`config.mk`:
```
export PLATFORM = sky130hd
export DESIGN_NAME = fetch_unit
export DESIGN_NICKNAME = d
export VERILOG_FILES = /design/src/rtl/fetch_unit.sv
export SDC_FILE = /design/constraint.sdc
export NUM_CORES = 1
export LEC_CHECK = 0
export CORE_UTILIZATION = 25
export DETAILED_ROUTE_END_ITERATION = 6
export PLACE_DENSITY = 0.46
export SLEW_MARGIN = 10
export SYNTH_ARGS = -nofsm -noshare
export SYNTH_HDL_FRONTEND = slang
export SYNTH_SLANG_ARGS = --single-unit
```
`constraint.sdc`:
```
create_clock -name Clk -period 5.1 [get_ports Clk]
set_clock_uncertainty 0.1 [all_clocks]
set_input_delay 0.51 -clock Clk [delete_from_list [all_inputs] [get_ports Clk]]
set_output_delay 0.51 -clock Clk [all_outputs]
set_load 0.03 [all_outputs]
```
`src/rtl/fetch_unit.sv`:
```
// fetch_unit: instruction fetch sequencer for a synchronous instruction ROM.
// It keeps the ROM address one instruction ahead so that branches cost no
// bubble cycles. It also holds a 16-entry branch-target table and counts
// retired instructions, saturating at all-ones.
module fetch_unit #(
    parameter int PC_W  = 10,
    parameter int CNT_W = 16
) (
    input  logic             Clk,
    input  logic             ResetN,
    input  logic             Start,
    output logic [PC_W-1:0]  ImemAddr,
    input  logic [8:0]       ImemData,
    output logic [8:0]       Instruction,
    output logic             InstValid,
    input  logic             BranchEn,
    input  logic [3:0]       TargSel,
    input  logic             Halt,
    input  logic             LutWe,
    input  logic [3:0]       LutAddr,
    input  logic [PC_W-1:0]  LutData,
    output logic [PC_W-1:0]  Pc,
    output logic             Done,
    output logic [CNT_W-1:0] InstCount
);

    typedef enum logic [1:0] {
        IDLE   = 2'd0,
        RUN    = 2'd1,
        HALTED = 2'd2
    } state_t;

    state_t            state_q, state_d;
    logic [PC_W-1:0]   pc_q, pc_d;
    logic [CNT_W-1:0]  cnt_q, cnt_d;
    logic [PC_W-1:0]   lut_q [16];
    logic [PC_W-1:0]   lut_d [16];
    logic [PC_W-1:0]   next_pc;

    // The decoder's branch decision picks the following fetch address. The
    // table is read before this cycle's write lands, so a same-cycle write to
    // the same entry returns the old target.
    always_comb begin
        next_pc = pc_q + PC_W'(1);
        if (BranchEn) begin
            next_pc = lut_q[TargSel];
        end
    end

    // Branch-target table update. A write is accepted in any state.
    always_comb begin
        lut_d = lut_q;
        if (LutWe) begin
            lut_d[LutAddr] = LutData;
        end
    end

    // Sequencer next state and outputs. Outside RUN the ROM is parked on
    // address 0, so instruction 0 is already on the ROM output when RUN starts.
    always_comb begin
        state_d   = state_q;
        pc_d      = pc_q;
        cnt_d     = cnt_q;
        ImemAddr  = '0;
        InstValid = 1'b0;
        Done      = 1'b0;
        case (state_q)
            IDLE: begin
                if (Start) begin
                    state_d = RUN;
                    pc_d    = '0;
                    cnt_d   = '0;
                end
            end
            RUN: begin
                InstValid = 1'b1;
                ImemAddr  = next_pc;
                if (cnt_q != {CNT_W{1'b1}}) begin
                    cnt_d = cnt_q + CNT_W'(1);
                end
                if (Halt) begin
                    state_d = HALTED;
                end else begin
                    pc_d = next_pc;
                end
            end
            HALTED: begin
                Done = 1'b1;
                if (Start) begin
                    state_d = RUN;
                    pc_d    = '0;
                    cnt_d   = '0;
                end
            end
            default: begin
                state_d = IDLE;
            end
        endcase
    end

    // State registers. Reset clears everything at once, including the table.
    always_ff @(posedge Clk or negedge ResetN) begin
        if (!ResetN) begin
            state_q <= IDLE;
            pc_q    <= '0;
            cnt_q   <= '0;
            for (int i = 0; i < 16; i++) begin
                lut_q[i] <= '0;
            end
        end else begin
            state_q <= state_d;
            pc_q    <= pc_d;
            cnt_q   <= cnt_d;
            lut_q   <= lut_d;
        end
    end

    assign Instruction = ImemData;
    assign Pc          = pc_q;
    assign InstCount   = cnt_q;

endmodule

```
==> flow_summary.toml <==
[clock_tree]
cts_resized = 0
cts_buffer_depth = 2
path_clk_slew_ps = 80
cts_hold_buf = 0
clkSinkCount = 188
root_buffer = "clkbuf_16"
cts_setup_buffers = 0
cts_tree = "built"
cts_made_buffers = 17
htree_levels = 4
clock_latency_ps = 430

[power_and_ir_drop]
combPwrFrac = 0.213
p_int_mw = 3.136
swShare = 0.2839
total_power_mw = 4.380
p_seq_frac = 0.457
pwr_density_cell_nw_per_um2 = 408.6
vdd_ir_drop_max_v = 0.0001986
p_leak_nw = 4.457
clkPwrFrac = 0.330
p_sw_mw = 1.244

[worst_setup_path]
slowest_delay_ps = 820
worst_path_max_delay_cell = "clkdlybuf4s50_1"
end_kind = "output pin"
cp_cell_sequence = "clkdlybuf4s50_1 > nor2b_1 > a22oi_1 > a21oi_1 > nor4_1 > clkdlybuf4s50_1"
cp.arrival_ps = 3560
path_max_fanout = 13
setup.worst_path.start = "TargSel[0]"
cp_top_family = "buffers and inverters"
cp.required_ps = 4490
cp.buffers_inverters = 2
crit_top_cell = "clkdlybuf4s50_1"
critPathKind = "in2out"
rrSetupSlack_ps = 2740
regToRegStartpoint = "state_q[1]$_DFFE_PN0P_"
startpoint_type = "primary input"

[outcome]
status = "complete, but fails checks"
violations = "design-rule violations"

[floorplanning]
die_h_um = 192.7
chipWidth_um = 192.7
core-area_um2 = 35660
rows = 69
die-area_um2 = 37120
io_pins = 80
initial_core_util = 0.2549

[sta]
rsz0062_at_grt = "false"
setup_slack_ps = 932.8
fin_setup_tns_ps = 0
relSlewSlack = 0.2984
period_share = 0.8171
timing_hold_violations_final = 0
setup_violations = 0
worstMarginPinSlew_ps = 1051
min_period_ps = 4167
max_clock_freq_mhz = 240.0
slew_violations = 0

[drt]
first_pass_iters = 7
drcViolationCount = 23
wirelength_um = 24390
viasPerCell = 4.797
ant_nets = 0
vias = 5814
wl_per_cell_um = 20.13
drt_iter0_markers = 389

[placed_design]
dp_slack_ps = 884.8
place_congestion = 0.8080
io_buffers = 61
place_inst = 1181
hpwl_um = 15930

[grt]
grtUsageMet3 = 0.02582
grt_pass1_wl_um = 37610
grt_pass1_vias = 5844
grt_max_degree = 115
grt-busiest-layer = "met1"
grtUsageMet1 = 0.2078
grt-ovfl-total = 0
use_met2 = 0.1980
antenna_found_initial = 0
grt_usage = 0.1369

[yosys]
ys_top_cells_by_count = "dfrtp_1 (188), mux2_2 (163), mux2i_1 (55), nor2_1 (32), clkbuf_1 (25)"
synth_cell_types = 53
synth_top_area_share = 0.5176
ys_seq_elements = 188
async_reset_ff_frac = 1.000
synth_most_common_cell = "dfrtp_1"
ys.flop_type = "dfrtp_1"
syn_inst = 702
yosysWarnings = 0
synth_seq_area_share = 0.5176
yosys.area.top_type = "dfrtp_1"
syn_area_um2 = 9089
synth.area.top_cells = "dfrtp_1 (52%), mux2_2 (20%), mux2i_1 (6.1%), mux4_2 (4.2%), a22oi_1 (1.6%)"
synthesis.nets = 737
synth_edf_count = 0
syn_area_per_cell_um2 = 12.95

[layout]
final_cell_count_no_fill = 1212
layout.nets = 774
drive_above_1_share = 0.3142
area_growth_pct = 17.95
antennaDiodeCount = 0

[job]
cap_viol_max_count = 0

[min_path]
hold_class = "in2async"
==> cells in the final DEF, fill, tap and decap left out, drive strengths merged, types with 5 or more instances in the layout <==
master and instances:
a21oi 20, mux2 163, nand3 13, nor3 10, xnor2 8, nor2 32, buf 9, or3 5
dfrtp 188, mux4 17, o31ai 5, nand2 21, o21ai 11, clkbuf 19, a22oi 19, nor2b 8
clkdlybuf4s50 58, and3 5, nand2b 8, nand4 6, mux2i 55, inv 10
==> flip-flops by register name, summed over array words and instances (netlist names) <==
signal	cells
state_q	2
lut_q	160
InstCount	16
Pc	10
==> path summary, 6_finish.rpt <==
check / to / cells after the start
max: ImemAddr[4] / 6
min: InstCount[1]$_DFFE_PN0P_ / 1
max reg2reg: InstCount[15]$_DFFE_PN0P_ / 6
min reg2reg: lut_q[148]$_DFFE_PN0P_ / 1
max in group asynchronous: lut_q[145]$_DFFE_PN0P_ / 2
min in group Clk: lut_q[148]$_DFFE_PN0P_ / 1
==> power groups by stage <==
stage	combinational, mW	sequential (mW)	clock, mW
after floorplan	0.626	2.02	0
after CTS	0.945	2.00	1.49
after detailed placement	0.943	2.03	0
after global routing	1.02	2.05	1.55
final	0.935	2.00	1.44
after global placement	0.931	2.02	0
==> through the flow <==
| stage | area, um^2 | hold slack (ps) | utilization |
|---|---|---|---|
| CTS | 10720 | 160.6 | 0.3007 |
| floorplan | 9089 | 114.4 | - |
| finish | 10720 | 76.46 | 0.3007 |
| global route | 10720 | 167.9 | 0.3007 |
| global placement | 10090 | 384.8 | 0.2831 |
| detailed placement | 10090 | 389.9 | 0.2831 |
==> layer usage <==
| metal | share of wire | wire (um) | vias up |
|---|---|---|---|
| li1 | - | - | 2657 |
| met1 | 0.53 | 12910 | 3044 |
| met2 | 0.43 | 10480 | 98 |
| met3 | 0.033 | 802 | 15 |
| met4 | 0.0084 | 205 | 0 |
| met5 | 0 | 0 | - |
==> layout make-up <==
class / instances / area, um^2
Clock buffer: 18 / 439.2
Fill cell: 3576 / 24940
Timing Repair Buffer: 68 / 656.9
Clock inverter: 13 / 187.7
Multi-Input combinational cell: 457 / 4129
Sequential cell: 188 / 4705
Tap cell: 461 / 576.8
Inverter: 7 / 26.28
==> kinds of logic (layout without fill, tap and decap cells) <==
family,count (synthesis),after routing,synth area share
AO/OA/AOI/OAI,80,80,0.05892
flip-flops,188,188,0.5176
AND/OR/NAND/NOR,128,128,0.07420
XOR/XNOR,12,12,0.01156
buffers and inverters,57,106,0.03029
multiplexers,235,235,0.3047
adder cells (fa/ha/maj),2,2,0.002753
Power figures use the tool's default switching activity.
